<file path="config.mk">
export PLATFORM = sky130hd
export DESIGN_NAME = crc_accum
export DESIGN_NICKNAME = d
export VERILOG_FILES = /design/src/rtl/crc_accum_pkg.sv /design/src/rtl/crc_fifo.sv /design/src/rtl/crc_accum.sv
export SDC_FILE = /design/constraint.sdc
export NUM_CORES = 1
export LEC_CHECK = 0
export BUFFER_PORTS_ARGS = -buffer_cell sky130_fd_sc_hd__buf_2
export CORE_AREA = 2 2 149 187
export CTS_CLUSTER_SIZE = 20
export DETAILED_ROUTE_END_ITERATION = 10
export DIE_AREA = 0 0 151 189
export RECOVER_POWER = 100
export SLEW_MARGIN = 20
export SYNTH_ARGS = -nofsm -noshare
export SYNTH_HDL_FRONTEND = slang
export SYNTH_HIERARCHICAL = 1
export SYNTH_SLANG_ARGS = --single-unit
export TNS_END_PERCENT = 30
</file>
<file path="constraint.sdc">
create_clock -name clk -period 5.2 [get_ports clk]
set_input_delay 0.26 -clock clk [delete_from_list [all_inputs] [get_ports clk]]
set_output_delay 0.26 -clock clk [all_outputs]
set_load 0.02 [all_outputs]
</file>
<file path="src/rtl/crc_accum_pkg.sv">
// Shared types, constants and the word-wide CRC-32 step for the CRC accumulator.
package crc_accum_pkg;

    typedef enum logic [1:0] {
        IDLE  = 2'd0,
        ACCUM = 2'd1,
        DONE  = 2'd2
    } crc_state_t;

    localparam logic [31:0] CRC_POLY = 32'hEDB88320;
    localparam logic [31:0] CRC_INIT = 32'hFFFFFFFF;

    // Reflected CRC-32 over one word: byte 0 first, each byte LSB first,
    // which is simply data bit 0 through bit 31 in order.
    function automatic logic [31:0] crc32_word(input logic [31:0] crc,
                                               input logic [31:0] data);
        logic [31:0] c;
        c = crc;
        for (int i = 0; i < 32; i++) begin
            if (c[0] ^ data[i]) c = (c >> 1) ^ CRC_POLY;
            else                c = c >> 1;
        end
        return c;
    endfunction

endpackage

</file>
<file path="src/rtl/crc_fifo.sv">
// Synchronous FIFO with registered occupancy; full blocks pushes even when a pop
// happens in the same cycle, so there is no ready pass-through.
module crc_fifo #(
    parameter int DEPTH = 4,
    parameter int WIDTH = 33
) (
    input  logic             clk,
    input  logic             rstn,
    input  logic             push,
    input  logic [WIDTH-1:0] push_data,
    input  logic             pop,
    output logic [WIDTH-1:0] pop_data,
    output logic             full,
    output logic             empty
);

    localparam int AW = $clog2(DEPTH);
    localparam logic [AW:0] FULL_CNT = (AW+1)'(DEPTH);

    logic [WIDTH-1:0] mem [DEPTH];
    logic [AW-1:0]    wr_ptr;
    logic [AW-1:0]    rd_ptr;
    logic [AW:0]      count;
    logic             do_push;
    logic             do_pop;

    assign full     = (count == FULL_CNT);
    assign empty    = (count == '0);
    assign do_push  = push && !full;
    assign do_pop   = pop && !empty;
    assign pop_data = mem[rd_ptr];

    // Power-of-two depth lets the pointers wrap by plain overflow.
    always_ff @(posedge clk or negedge rstn) begin
        if (!rstn) begin
            wr_ptr <= '0;
            rd_ptr <= '0;
            count  <= '0;
        end else begin
            if (do_push) wr_ptr <= wr_ptr + AW'(1);
            if (do_pop)  rd_ptr <= rd_ptr + AW'(1);
            case ({do_push, do_pop})
                2'b10:   count <= count + (AW+1)'(1);
                2'b01:   count <= count - (AW+1)'(1);
                default: count <= count;
            endcase
        end
    end

    always_ff @(posedge clk) begin
        if (do_push) mem[wr_ptr] <= push_data;
    end

endmodule

</file>
<file path="src/rtl/crc_accum.sv">
// Packet CRC-32 accumulator: words are queued in a FIFO and folded into the CRC
// one per cycle once a packet has been started with new_data.
//
// state | meaning
// IDLE  | waiting for new_data; queued words are held, not consumed
// ACCUM | popping one word per cycle into the CRC until the last word
// DONE  | one-cycle crc_done pulse, then back to IDLE
module crc_accum
    import crc_accum_pkg::*;
#(
    parameter int FIFO_DEPTH = 4
) (
    input  logic        clk,
    input  logic        rstn,
    input  logic        new_data,
    input  logic        in_valid,
    output logic        in_ready,
    input  logic [31:0] in_data,
    input  logic        in_src,
    input  logic        in_last,
    output logic        push_a_done,
    output logic        push_b_done,
    output logic        crc_done,
    output logic [31:0] crc_value,
    output logic [15:0] word_cnt
);

    crc_state_t  state;
    crc_state_t  next_state;
    logic        fifo_full;
    logic        fifo_empty;
    logic [32:0] fifo_rd;
    logic        accept;
    logic        pop;
    logic        load;
    logic        pop_last;
    logic [31:0] crc_reg;
    logic [31:0] next_crc;

    assign in_ready = !fifo_full;
    assign accept   = in_valid && in_ready;
    assign pop_last = fifo_rd[0];
    assign next_crc = crc32_word(crc_reg, fifo_rd[32:1]);
    assign crc_done = (state == DONE);

    crc_fifo #(
        .DEPTH(FIFO_DEPTH),
        .WIDTH(33)
    ) u_fifo (
        .clk      (clk),
        .rstn     (rstn),
        .push     (accept),
        .push_data({in_data, in_last}),
        .pop      (pop),
        .pop_data (fifo_rd),
        .full     (fifo_full),
        .empty    (fifo_empty)
    );

    always_ff @(posedge clk or negedge rstn) begin
        if (!rstn) state <= IDLE;
        else       state <= next_state;
    end

    always_comb begin
        next_state = state;
        pop        = 1'b0;
        load       = 1'b0;
        case (state)
            IDLE: begin
                if (new_data) begin
                    load       = 1'b1;
                    next_state = ACCUM;
                end
            end
            ACCUM: begin
                if (!fifo_empty) begin
                    pop = 1'b1;
                    if (pop_last) next_state = DONE;
                end
            end
            DONE:    next_state = IDLE;
            default: next_state = IDLE;
        endcase
    end

    always_ff @(posedge clk or negedge rstn) begin
        if (!rstn) begin
            crc_reg     <= CRC_INIT;
            crc_value   <= '0;
            word_cnt    <= '0;
            push_a_done <= 1'b0;
            push_b_done <= 1'b0;
        end else begin
            push_a_done <= accept && !in_src;
            push_b_done <= accept && in_src;
            if (load) begin
                crc_reg  <= CRC_INIT;
                word_cnt <= '0;
            end else if (pop) begin
                crc_reg <= next_crc;
                if (word_cnt != 16'hFFFF) word_cnt <= word_cnt + 16'd1;
                if (pop_last) crc_value <= ~next_crc;
            end
        end
    end

endmodule

</file>
---- Yosys cells after proc, flatten, opt, wreduce, memory -nomap -nowiden ----
Memory sizes are Yosys's and may differ from the RTL's.
Cells that the tools add are included.
operators by class
  shifts and indexed selects .............. 0
  reduce and logical (&&, ||, !) cells .... 16
  $mul .................................... 0
  $add $sub $neg .......................... 5
  bitwise logic cells ..................... 66
  multiplexer cells ....................... 48
  equal/unequal tests ..................... 9
  div/mod/pow operators ................... 0
  magnitude comparators ................... 0
operators with widths
  kind                   number
  $mux 32                34
  $not 13->14            32
  $mux 16                3
  $not 32->32            1
  $xor 1x1->1            32
  $add 16x1->16 const B  1
  $ne 16x16->1 const B   1
  $mux 1                 6
  $mux 2                 3
  $ne 2x2->1 const B     3
  $pmux 3 s2             1
  $reduce_and 3->1       2
  $reduce_bool 2->1      3
  $logic_and 1x1->1      5
  $add 2x1->2 const B    2
  $eq 2x1->1 const B     2
  $eq 2x2->1 const B     2
  $pmux 2 s2             1
  $add 3x1->3 const B    1
  $eq 3x3->1 const B     1
  $logic_not 1->1        3
  $logic_not 3->1        1
  $sub 3x1->3 const B    1
  $logic_not 2->1        1
  2 further kinds        2
word-level totals
  flip-flop bits (word level) ............. 91
  memories kept ........................... 1
  output and inout bits ................... 52
  latch bits .............................. 0
  bits in writable memories ............... 132
  input bits .............................. 38
  word-level logic and storage cells ...... 154
  ROM bits ................................ 0
memory list
  name        words  width  read ports  clocked after Yosys merged registers in  wr ports  line            source
  u_fifo.mem  4      33     1           0                                        1         crc_fifo.sv:20  logic [WIDTH-1:0] mem [DEPTH];

---- Longest topological paths before layout ----
Gate-level depths: netlist of the first run.
An unclocked memory read counts as a cell.
  depth in word-level cells ............... 67
  depth in mapped cells ................... 12

---- By module ----
Netlist of the first run, hierarchy kept.
by module, submodules not included
  module     cells an instance  area each (um^2)  seq. area each (um^2)  instances
  crc_accum  534                6,653.9           2,142.1                1
  crc_fifo   210                5,238.8           4,139.0                1

---- Worst setup path before layout of the first run ----
Ideal clock, no wire load.
  path kind ............................... reg-to-reg
  from .................................... reg u_fifo.rd_ptr[0]
  to ...................................... reg crc_value[24]
  cell stages (with the launch flop) ...... 13
  path slack .............................. 687 ps
  data arrival time ....................... 4,388 ps
  data required time ...................... 5,075 ps
  cell sequence ........................... dfrtp_1 buf_6 buf_12 mux4_2 xnor2_4 xnor3_2 xnor3_2 xnor3_1 xnor3_2 xnor3_2 xor2_2 xor2_1 mux2_4
on the way
  longest elaborated chain between the ends .. 48
  elaborated cells on any way between the ends .. 93
  those cells by class .................... 32 x mux; 59 x bitwise; 1 x reduce/logical; 1 x memory
RTL lines
  what                                                         line                 source
  start: declaration                                           crc_fifo.sv:22       logic [AW-1:0] rd_ptr;
  start signal: assignment                                     crc_fifo.sv:41       if (do_pop) rd_ptr <= rd_ptr + AW'(1);
  $mem_v2 4x33 *                                               -
  net fifo_rd[1]                                               crc_accum.sv:32      logic [32:0] fifo_rd;
  $xor 1x1->1 *                                                crc_accum_pkg.sv:20  if (c[0] ^ data[i]) c = (c >> 1) ^ CRC_POLY;
  $mux 32 * (2 in a row)                                       crc_accum_pkg.sv:20
  $not 13->14 (no source line) or $mux 32 (tied branches)      -
  $mux 32 *                                                    crc_accum_pkg.sv:20
  $not 13->14 (no source line)                                 -
  $mux 32 *                                                    crc_accum_pkg.sv:20
  (+30 left out)                                               -
  $mux 32 * (2 in a row)                                       crc_accum_pkg.sv:20
  $not 13->14 (no source line) (tied with other cells)         -
  $mux 32 *                                                    crc_accum_pkg.sv:20
  $not 13->14 (no source line) or $mux 32 (tied branches)      -
  $mux 32 * (2 in a row)                                       crc_accum_pkg.sv:20
  $not 13->14 (no source line) or $xor 1x1->1 (tied branches)  -
  $mux 32 *                                                    crc_accum_pkg.sv:20
  $not 32->32 *                                                crc_accum.sv:103     if (pop_last) crc_value <= ~next_crc;
  end signal: assignment                                       crc_accum.sv:103
  end: declaration                                             crc_accum.sv:24      output logic [31:0] crc_value,
Mark *: on every way through the listed nets, which the timed path passes.
A chain may end at the register's enable or synchronous reset.

---- Worst setup path after layout of the first run ----
  from .................................... reg u_fifo.rd_ptr[0]
  to ...................................... reg crc_value[15]
on the way
  elaborated cells on any way between the ends .. 90
  those cells by class .................... 32 x mux; 56 x bitwise; 1 x reduce/logical; 1 x memory
RTL lines
  what                                                         line
  $mem_v2 4x33 *                                               -
  net fifo_rd[2]                                               crc_accum.sv:32
  $xor 1x1->1 *                                                crc_accum_pkg.sv:20
  $mux 32 * (6 in a row)                                       crc_accum_pkg.sv:20
  $xor 1x1->1 (tied with other cells)                          crc_accum_pkg.sv:20
  $mux 32 * (3 in a row)                                       crc_accum_pkg.sv:20
  $not 13->14 (no source line) (tied with other cells)         -
  $mux 32 * (6 in a row)                                       crc_accum_pkg.sv:20
  (+16 left out)                                               -
  $mux 32 *                                                    crc_accum_pkg.sv:20
  $not 13->14 (no source line)                                 -
  $mux 32 *                                                    crc_accum_pkg.sv:20
  $not 13->14 (no source line) or $mux 32 (tied branches)      -
  $mux 32 * (4 in a row)                                       crc_accum_pkg.sv:20
  $not 13->14 (no source line) or $xor 1x1->1 (tied branches)  -
  $mux 32 *                                                    crc_accum_pkg.sv:20
  $not 32->32 *                                                crc_accum.sv:103
Marked as above.

==> flow_summary.yaml, run 1 <==
floorplanning:
  die_area_um2: 28500
  die-width_um: 151
  rows: 67
  boundaryPins: 90
  start_util_pct: 44.6
  die_y_um: 189
  core_um2: 26700
synth:
  syn_inst: 744
  synth_common_cells: "xnor2_1, edfxtp_1, xor2_1"
  synth_area_leader_cell: "edfxtp_1"
  synth_ff_type: "edfxtp_1"
  synth.distinct_cells: 50
  async_flop_share_pct: 40.8
  yosys-top-cells-area: "edfxtp_1, dfrtp_1, xnor2_1"
  yosys_register_bits: 223
  synth_top_area_share_pct: 33.3
  synth-edff-count: 132
  ys_warn_count: 6
  syn_area_per_cell_um2: 16.0
  synth_seq_area_share_pct: 52.8
  synthMostInstantiatedCell: "xnor2_1"
  syn_area_um2: 11900
  syn_nets: 789
setup_path:
  path_max_fanout: 7
  cpMaxStageDelayCell: "xor3_1"
  cpMostUsedCell: "xnor3_1"
  worstPathRequired_ns: 5.61
  crit_chain: "buf_4 > mux4_2 > xnor2_4 > xor3_1 > xor3_1 > xnor3_1 > xnor3_1 > xnor3_1 > xnor2_1 > xnor2_1 > mux2_2"
  r2r-start: "u_fifo/rd_ptr[0]"
  arrival_ns: 5.36
  critPathBufInv: 1
  critPathTopFamily: "XOR/XNOR gates"
  cp_slowest_stage_delay_ns: 0.63
  cp-end-kind: "flop"
  startpoint: "u_fifo/rd_ptr[0]"
  critPathKind: "flop to flop"
  start_kind: "flop"
routing:
  dr.first_iter.drc_count: 403
  wl_um: 28400
  vias_per_cell: 5.07
  drtAntennaViolNets: 0
  drtPass1Iterations: 4
  drc: 0
  routedWlPerCell_um: 22.2
  vias: 6462
timing:
  maxSlewHeadroom_pct: -41.5
  tightest_slew_ns: 2.12
  hold_violations: 0
  finalSetupTns_ns: 0
  fmax_ghz: 0.202
  clock_skew_ns: 0.0184
  rsz0062_at_grt: "false"
  setup_viol: 0
  drv_slew: 241
  fin_crit_sh_pct: 95.2
  post-route-min-period_ns: 4.95
placement:
  place_congestion: 0.946
  dp_hpwl_um: 21100
  numPortBuffers: 89
min_path:
  hold_path.class: "input port to flop"
  min-delay-start: "in_valid"
clock_tree:
  clkLatencyLatePin_ns: 0.52
  cts_buffers: 23
  cts_resized: 0
  clockRootBuffer: "clkbuf_16"
  cts_tree: "built"
  clockBufferDepth: 3
  cts_sinks: 223
  clkSlewWorstSetupHoldPaths_ns: 0.07
  cts-htree-levels: 1
global_route:
  grt_max_degree: 72
  antenna_found_initial: 0
  grt-ovfl-total: 0
  grt_pass1_vias: 6942
  grt_pass1_wl_um: 43200
  grt_usage_pct: 20.5
job:
  max-cap-violations: 7
final_layout:
  drive_gt1_share_pct: 21.0
  diodes: 0
  largest_register_ffs: 132
  nNetsFinal: 958
  seq_area_um2: 6280
  multi_input_area_um2: 5380
  area_growth_pct: 17.2
  nFillCells: 2323
status:
  violations: "max-capacitance violations, max-slew violations"
  status: "finished with violations"
==> placed cells by master (no fill, tap or decap), types with 3 or more instances in the layout <==
master         netlist  final
buf_4                0     27
xor2_1              63     65
edfxtp_1           132    132
nand3_1              3      3
ha_1                 6      6
and2_0               0      6
o21ai_0              5      5
dlygate4sd3_1        0     36
a21oi_1             32     32
nand2_1             16     16
bufinv_16            0      3
xor2_2               6      5
xnor2_1            144    145
xnor2_4             12     12
nor2_1              49     49
mux4_2              28     28
dfrtp_1             59     58
xnor3_1             26     34
buf_2                4      3
xnor2_2              9      8
inv_1                8     10
xnor3_4              8      6
dfstp_2             32     32
nor2b_1              4      5
xor3_1               3      5
clkbuf_16            0     26
nand4_1              5      5
mux4_1               5      5
mux2_2              25     25
clkinvlp_4           0      3
clkbuf_1             9     96
a32o_1               4      4
or3_1                3      3
==> through the flow <==
stage / hold slack, ns / utilization, % / instance area (um^2) / setup slack [ns] / instances
floorplan: -0.0356 / - / 11900 / 0.687 / 744
global placement: 0.184 / 48.6 / 12900 / 0.165 / 1197
detailed placement: 0.185 / 48.6 / 12900 / 0.247 / 1197
CTS: 0.102 / 53.1 / 14100 / 0.188 / 1275
global route: 0.126 / 52.3 / 13900 / 0.0426 / 1275
finish: 0.125 / 52.3 / 13900 / 0.250 / 1275
==> worst min-delay path: stages <==
cell	delay [ns]
buf_2	0.09
nor2b_1	0.13
nor2b_1	0.13
==> routing by layer <==
layer	global-route usage (%)	wire, um	up-vias
met1	26.8	11800	3303
met4	5.00	550	0
met2	36.5	14900	144
li1	-	-	2978
met3	2.31	1060	37
met5	0	0	-
==> logic make-up (layout without fill, tap and decap cells) <==
logic type | count (synthesis) | count (layout) | synth area share, %
xor+xnor | 283 | 283 | 29.8
fa+ha+maj | 7 | 7 | 0.800
simple gates | 98 | 98 | 3.91
compound gates | 45 | 45 | 2.18
buf+inv | 28 | 214 | 1.46
flops | 223 | 223 | 52.8
mux | 60 | 60 | 8.98
==> path summary, 6_finish.rpt <==
kind	cells after the start	end	slack, ns
worst max register to register	11	crc_value[15]	0.25
min in group asynchronous	2	u_fifo/rd_ptr[0]	0.56
max in group asynchronous	3	crc_value[31]	2.16
worst max-delay path	11	crc_value[15]	0.25
worst min register to register	2	crc_value[30]	0.49
worst min-delay path	3	push_a_done	0.12
==> area by class of cell <==
type,count,area share (%)
repair buffers,162,6.97
clock inverters,11,1.09
well taps,345,3.10
flip-flops and latches,223,45.1
multi-input cells,493,38.6
inverters,10,0.269
clock buffers,31,4.95
==> timing repair <==
| item | 4_1_cts | 5_1_grt |
|---|---|---|
| buffers inserted | 0 | 0 |
| endpoints found under the hold margin | 155 | 0 |
| endpoints found under the setup margin | 0 | 0 |
| hold buffers | 36 | 0 |
Power of run 1 is left out: the tool's default activity adds up to more than one toggle a clock period on the data nets, which glitch-free logic cannot reach.
==> run 2: changes to the inputs <==
--- a/config.mk
+++ b/config.mk
@@ -11,6 +11,7 @@
 export DETAILED_ROUTE_END_ITERATION = 10
 export DIE_AREA = 0 0 151 189
 export RECOVER_POWER = 100
+export REMOVE_ABC_BUFFERS = 1
 export SLEW_MARGIN = 20
 export SYNTH_ARGS = -nofsm -noshare
 export SYNTH_HDL_FRONTEND = slang
==> run 2 against run 1 <==
Compared with the run above: non-clock buffer count rose by 1; critical path type unchanged; the run still ends with max-capacitance violations, max-slew violations left; cell area fell by 0.36%; cell count rose by 0.24%; worst setup slack improved by 0.011 ns; via count fell by 0.70%; register-to-register slack barely moved; first-iteration DRC count fell by 23%; die area did not move; critical path depth fell by 1.
==> flow_summary.yaml, run 2 (same netlist as run 1, synthesis figures left out) <==
global_route:
  grt-ovfl-total: 0
  grt_pass1_vias: 6812
  grt_usage_pct: 19.4
  grt_max_degree: 59
  antenna_found_initial: 0
  grt_pass1_wl_um: 41100
setup_path:
  path_max_fanout: 16
  start_kind: "flop"
  rr_worst_depth: 10
  critPathKind: "flop to flop"
  cpMaxStageDelayCell: "dfrtp_2"
  cp_slowest_stage_delay_ns: 0.67
  crit_chain: "mux4_2 > xnor2_1 > xnor3_1 > xnor3_1 > xnor3_1 > xnor3_2 > xnor3_2 > xor2_1 > xnor2_1 > mux2_2"
  cp-end-kind: "flop"
  arrival_ns: 5.35
  worstPathRequired_ns: 5.61
  cpMostUsedCell: "xnor3_1"
final_layout:
  final_cell_area_um2: 13900
  layout_commonest_cell: "xnor2_1"
  multi_input_area_um2: 5400
  seq_area_um2: 6280
  drive_gt1_share_pct: 21.3
  layout_common_cells: "xnor2_1, edfxtp_1, clkbuf_1"
  largest_register_ffs: 132
  nNetsFinal: 960
  area_growth_pct: 16.8
  nFillCells: 2293
  diodes: 0
routing:
  routedWlPerCell_um: 20.9
  dr.first_iter.drc_count: 312
  drtPass1Iterations: 4
  drc: 0
  wl_um: 26800
  vias_per_cell: 5.02
  vias: 6417
  drtAntennaViolNets: 0
status:
  violations: "max-capacitance violations, max-slew violations"
  status: "finished with violations"
floorplanning:
  core_um2: 26700
  start_util_pct: 44.6
  die-width_um: 151
  die_area_um2: 28500
  die_y_um: 189
  rows: 67
  boundaryPins: 90
timing:
  maxSlewHeadroom_pct: -46.9
  rsz0062_at_grt: "false"
  fin_crit_sh_pct: 95.0
  setup_viol: 0
  hold_violations: 0
  post-route-min-period_ns: 4.94
  tightest_slew_ns: 2.20
  fmax_ghz: 0.202
  clock_skew_ns: 0.0232
  drv_slew: 171
min_path:
  hold_depth: 3
  hold_path.class: "input port to flop"
clock_tree:
  cts-htree-levels: 1
  cts_tree: "built"
  clockBufferDepth: 3
  cts_resized: 0
  clkSlewWorstSetupHoldPaths_ns: 0.06
  clockRootBuffer: "clkbuf_16"
  cts_sinks: 223
  cts_buffers: 24
  clkLatencyLatePin_ns: 0.53
placement:
  place_congestion: 0.890
  numPortBuffers: 89
  place_area_um2: 12900
  dp_hpwl_um: 19800
job:
  max-cap-violations: 6
## run 2: critical path: cells and delay by family (launching register included)
kind	cells	cell delay (ns)
muxes	2	0.90
xor gates and xnor gates	8	3.23
DFF	1	0.67
## run 2: what timing repair did
action                                 CTS  global route
buffers inserted                         0             0
endpoints found under the hold margin  149             0
hold buffers                            36             0
## run 2: area by class of cell
| cell class | instances | area share, % |
|---|---|---|
| clock buffer | 30 | 4.49 |
| tap | 345 | 3.11 |
| clock inverter | 14 | 1.08 |
| timing repair buffer | 163 | 6.94 |
| multi-input combinational | 493 | 38.9 |
| inverter | 10 | 0.270 |
| sequential | 223 | 45.2 |
## run 2: layer usage
metal	track usage [%]	part of all wire [%]	routed length, um
met1	26.1	43	11400
met2	33.9	52	13900
met3	2.19	4.0	1070
met4	3.95	1.6	425
met5	0	0	0
## run 2: per-stage QoR
| step | utilization [%] | hold WS, ns | instances | setup TNS (ns) | setup slack [ns] |
|---|---|---|---|---|---|
| global placement | 48.5 | 0.249 | 1198 | 0 | 0.197 |
| floorplan | - | -0.0356 | 726 | -2.13 | -0.253 |
| global route | 52.1 | 0.112 | 1278 | 0 | 0.0221 |
| finish | 52.1 | 0.112 | 1278 | 0 | 0.261 |
| CTS | 52.8 | 0.0860 | 1278 | 0 | 0.202 |
| detailed placement | 48.5 | 0.262 | 1198 | 0 | 0.241 |
## run 2: path summary, 6_finish.rpt
path                                     to        startpoint  slack (ns)
min in group asynchronous     crc_value[13]              rstn        0.90
max in group asynchronous  u_fifo/wr_ptr[0]              rstn        1.93
hold / removal                  push_a_done          in_valid        0.11
setup reg to reg              crc_value[18]  u_fifo/rd_ptr[0]        0.26
setup / recovery              crc_value[18]  u_fifo/rd_ptr[0]        0.26
hold reg to reg                    state[0]          state[1]        0.49
Power of run 2 is left out for the same reason.
==> run 3: changes to the inputs <==
--- a/config.mk
+++ b/config.mk
@@ -6,15 +6,14 @@
 export NUM_CORES = 1
 export LEC_CHECK = 0
 export BUFFER_PORTS_ARGS = -buffer_cell sky130_fd_sc_hd__buf_2
-export CORE_AREA = 2 2 149 187
+export CORE_AREA = 2 2 165 167
 export CTS_CLUSTER_SIZE = 20
 export DETAILED_ROUTE_END_ITERATION = 10
-export DIE_AREA = 0 0 151 189
+export DIE_AREA = 0 0 167 169
 export RECOVER_POWER = 100
 export REMOVE_ABC_BUFFERS = 1
 export SLEW_MARGIN = 20
 export SYNTH_ARGS = -nofsm -noshare
 export SYNTH_HDL_FRONTEND = slang
-export SYNTH_HIERARCHICAL = 1
 export SYNTH_SLANG_ARGS = --single-unit
 export TNS_END_PERCENT = 30
==> run 3 against run 2 <==
Compared with the run above: the flow still finishes with violations (max-capacitance violations, max-slew violations); synthesized area decreased by 1.8%; cell area decreased by 1.3%; first-iteration DRC count increased by 38%; wire length decreased by 4.6%; worst setup slack improved by 0.11 ns; critical path depth increased by 2; global-route usage decreased by 1.1 points; die area decreased by 1.1%; utilization decreased by 0.37 points; via count increased by 0.75%; highest routed layer unchanged.
==> flow_summary.yaml, run 3 <==
status:
  status: "finished with violations"
  violations: "max-capacitance violations, max-slew violations"
setup_path:
  critPathKind: "flop to flop"
  timing.rr.end: "crc_value[20]"
  worstPathRequired_ns: 5.61
  start_kind: "flop"
  path_max_fanout: 8
  rrSetupSlack_ns: 0.37
  cp-end-kind: "flop"
  arrival_ns: 5.24
  r2r-start: "u_fifo.rd_ptr[0]"
  rr_worst_depth: 12
timing:
  fin_crit_sh_pct: 92.9
  hold_violations: 0
  tightest_slew_ns: 2.29
  fmax_ghz: 0.207
  postLayoutSetupSlackWorst_ns: 0.371
  post-route-min-period_ns: 4.83
  rsz0062_at_grt: "false"
  setup_viol: 0
  maxSlewHeadroom_pct: -52.7
  drv_slew: 273
  clock_skew_ns: 0.0128
final_layout:
  area_growth_pct: 17.4
  nNetsFinal: 1003
  diodes: 0
  layout_common_cells: "xnor2_1, edfxtp_1, clkbuf_1"
  drive_gt1_share_pct: 18.4
  largest_register_ffs: 132
  layout_commonest_cell: "xnor2_1"
synth:
  synth_common_cells: "xnor2_1, edfxtp_1, xor2_1"
  ys_warn_count: 0
  synth_seq_area_share_pct: 53.8
  async_flop_share_pct: 40.8
  syn_area_per_cell_um2: 14.9
  syn_area_um2: 11700
  yosys_register_bits: 223
  synth_area_leader_cell: "edfxtp_1"
  yosys-top-cells-area: "edfxtp_1, dfrtp_1, xnor2_1"
  synth-edff-count: 132
  synth_top_area_share_pct: 33.9
  synth_ff_type: "edfxtp_1"
  synthMostInstantiatedCell: "xnor2_1"
  synth.distinct_cells: 46
  syn_inst: 786
global_route:
  antenna_found_initial: 0
  grt_pass1_vias: 6863
  grt_usage_pct: 18.3
  grt_pass1_wl_um: 39700
  grt_max_degree: 62
  grt-ovfl-total: 0
min_path:
  hold_depth: 2
  hold_path.class: "input port to flop"
  min-delay-start: "in_valid"
  min_to: "push_b_done"
clock_tree:
  cts-htree-levels: 1
  cts_tree: "built"
  cts_buffers: 25
  clkSlewWorstSetupHoldPaths_ns: 0.06
  holdBufCountCts: 35
  cts_sinks: 223
  cts_resized: 0
  clockBufferDepth: 3
  clockRootBuffer: "clkbuf_16"
  postCtsSetupBuffers: 0
  clkLatencyLatePin_ns: 0.53
placement:
  dp_hpwl_um: 18500
  numPortBuffers: 89
  place_congestion: 0.874
  pre_cts_ws_ns: 0.428
floorplanning:
  die_y_um: 169
  die_area_um2: 28200
  start_util_pct: 44.1
  rows: 60
  boundaryPins: 90
  core_um2: 26500
  die-width_um: 167
routing:
  vias_per_cell: 4.91
  drtAntennaViolNets: 0
  vias: 6465
  dr.first_iter.drc_count: 430
  routedWlPerCell_um: 19.4
  wl_um: 25500
  drc: 0
  drtPass1Iterations: 4
job:
  max-cap-violations: 7
-- run 3: changes by cell type after synthesis, moves of 14 or more --
cell	before	now
o21a_1	0	14
mux2_2	25	9
a21oi_1	32	5
nand2_1	16	47
o21ai_0	5	47
nor2_1	49	18
xnor2_1	144	161
-- run 3: layout make-up --
class	count	area, um^2
clock buffer	32	652
clock inverter	13	91.3
fill	2295	12800
inverter	10	37.5
multi-input combinational	527	5210
sequential	223	6280
tap	341	427
timing repair buffer	171	1010
-- run 3: per-stage QoR --
stage / cells / cell area [um^2] / hold WS [ns] / util (%) / TNS, ns
6_report: 1317 / 13700 / 0.0199 / 51.7 / 0
5_1_grt: 1317 / 13700 / 0.0320 / 51.7 / 0
4_1_cts: 1317 / 13900 / 0.00336 / 52.4 / 0
3_5_place_dp: 1237 / 12800 / 0.231 / 48.2 / 0
3_3_place_gp: 1237 / 12800 / 0.225 / 48.2 / 0
2_1_floorplan: 760 / 11500 / -0.0356 / - / -5.04
-- run 3: metal layers --
metal / track usage (%) / up-vias / wire length, um
li1: - / 3107 / -
met1: 25.8 / 3182 / 11700
met2: 29.6 / 130 / 12000
met3: 2.62 / 46 / 1200
met4: 5.51 / 0 / 667
met5: 0 / - / 0
-- run 3: worst max path at each step --
stage / start / endpoint / slack (ns) / cells after the start
floorplan: u_fifo.rd_ptr[0] / crc_value[20] / -0.37 / 11
global placement: u_fifo.rd_ptr[0] / crc_value[18] / 0.43 / 13
detailed placement: u_fifo.rd_ptr[0] / crc_value[18] / 0.43 / 13
CTS: u_fifo.rd_ptr[0] / crc_value[18] / 0.41 / 13
global route: u_fifo.rd_ptr[0] / crc_value[20] / 0.13 / 12
finish: u_fifo.rd_ptr[0] / crc_value[20] / 0.37 / 12
-- run 3: cell families (layout without fill, tap and decap cells) --
group	count (synthesis)	in the layout	synth area share, %
AO/OA/AOI/OAI	68	68	3.26
flip-flops	223	223	53.8
AND/OR/NAND/NOR	115	115	4.67
multiplexers	47	47	7.80
XOR/XNOR	290	290	28.2
adder cells (fa/ha/maj)	7	7	0.814
buffers and inverters	36	226	1.46
-- run 3: critical path, cell delays in order, from the launching register on --
cell,delay [ns]
dfrtp_1,0.47
buf_4,0.25
mux4_2,0.55
xnor2_2,0.40
xnor3_1,0.42
xnor2_4,0.29
xor2_2,0.24
xnor3_1,0.49
xor2_1,0.38
xor3_1,0.54
xnor2_4,0.22
xnor2_1,0.16
mux2_1,0.30
Power of run 3 is left out for the same reason.
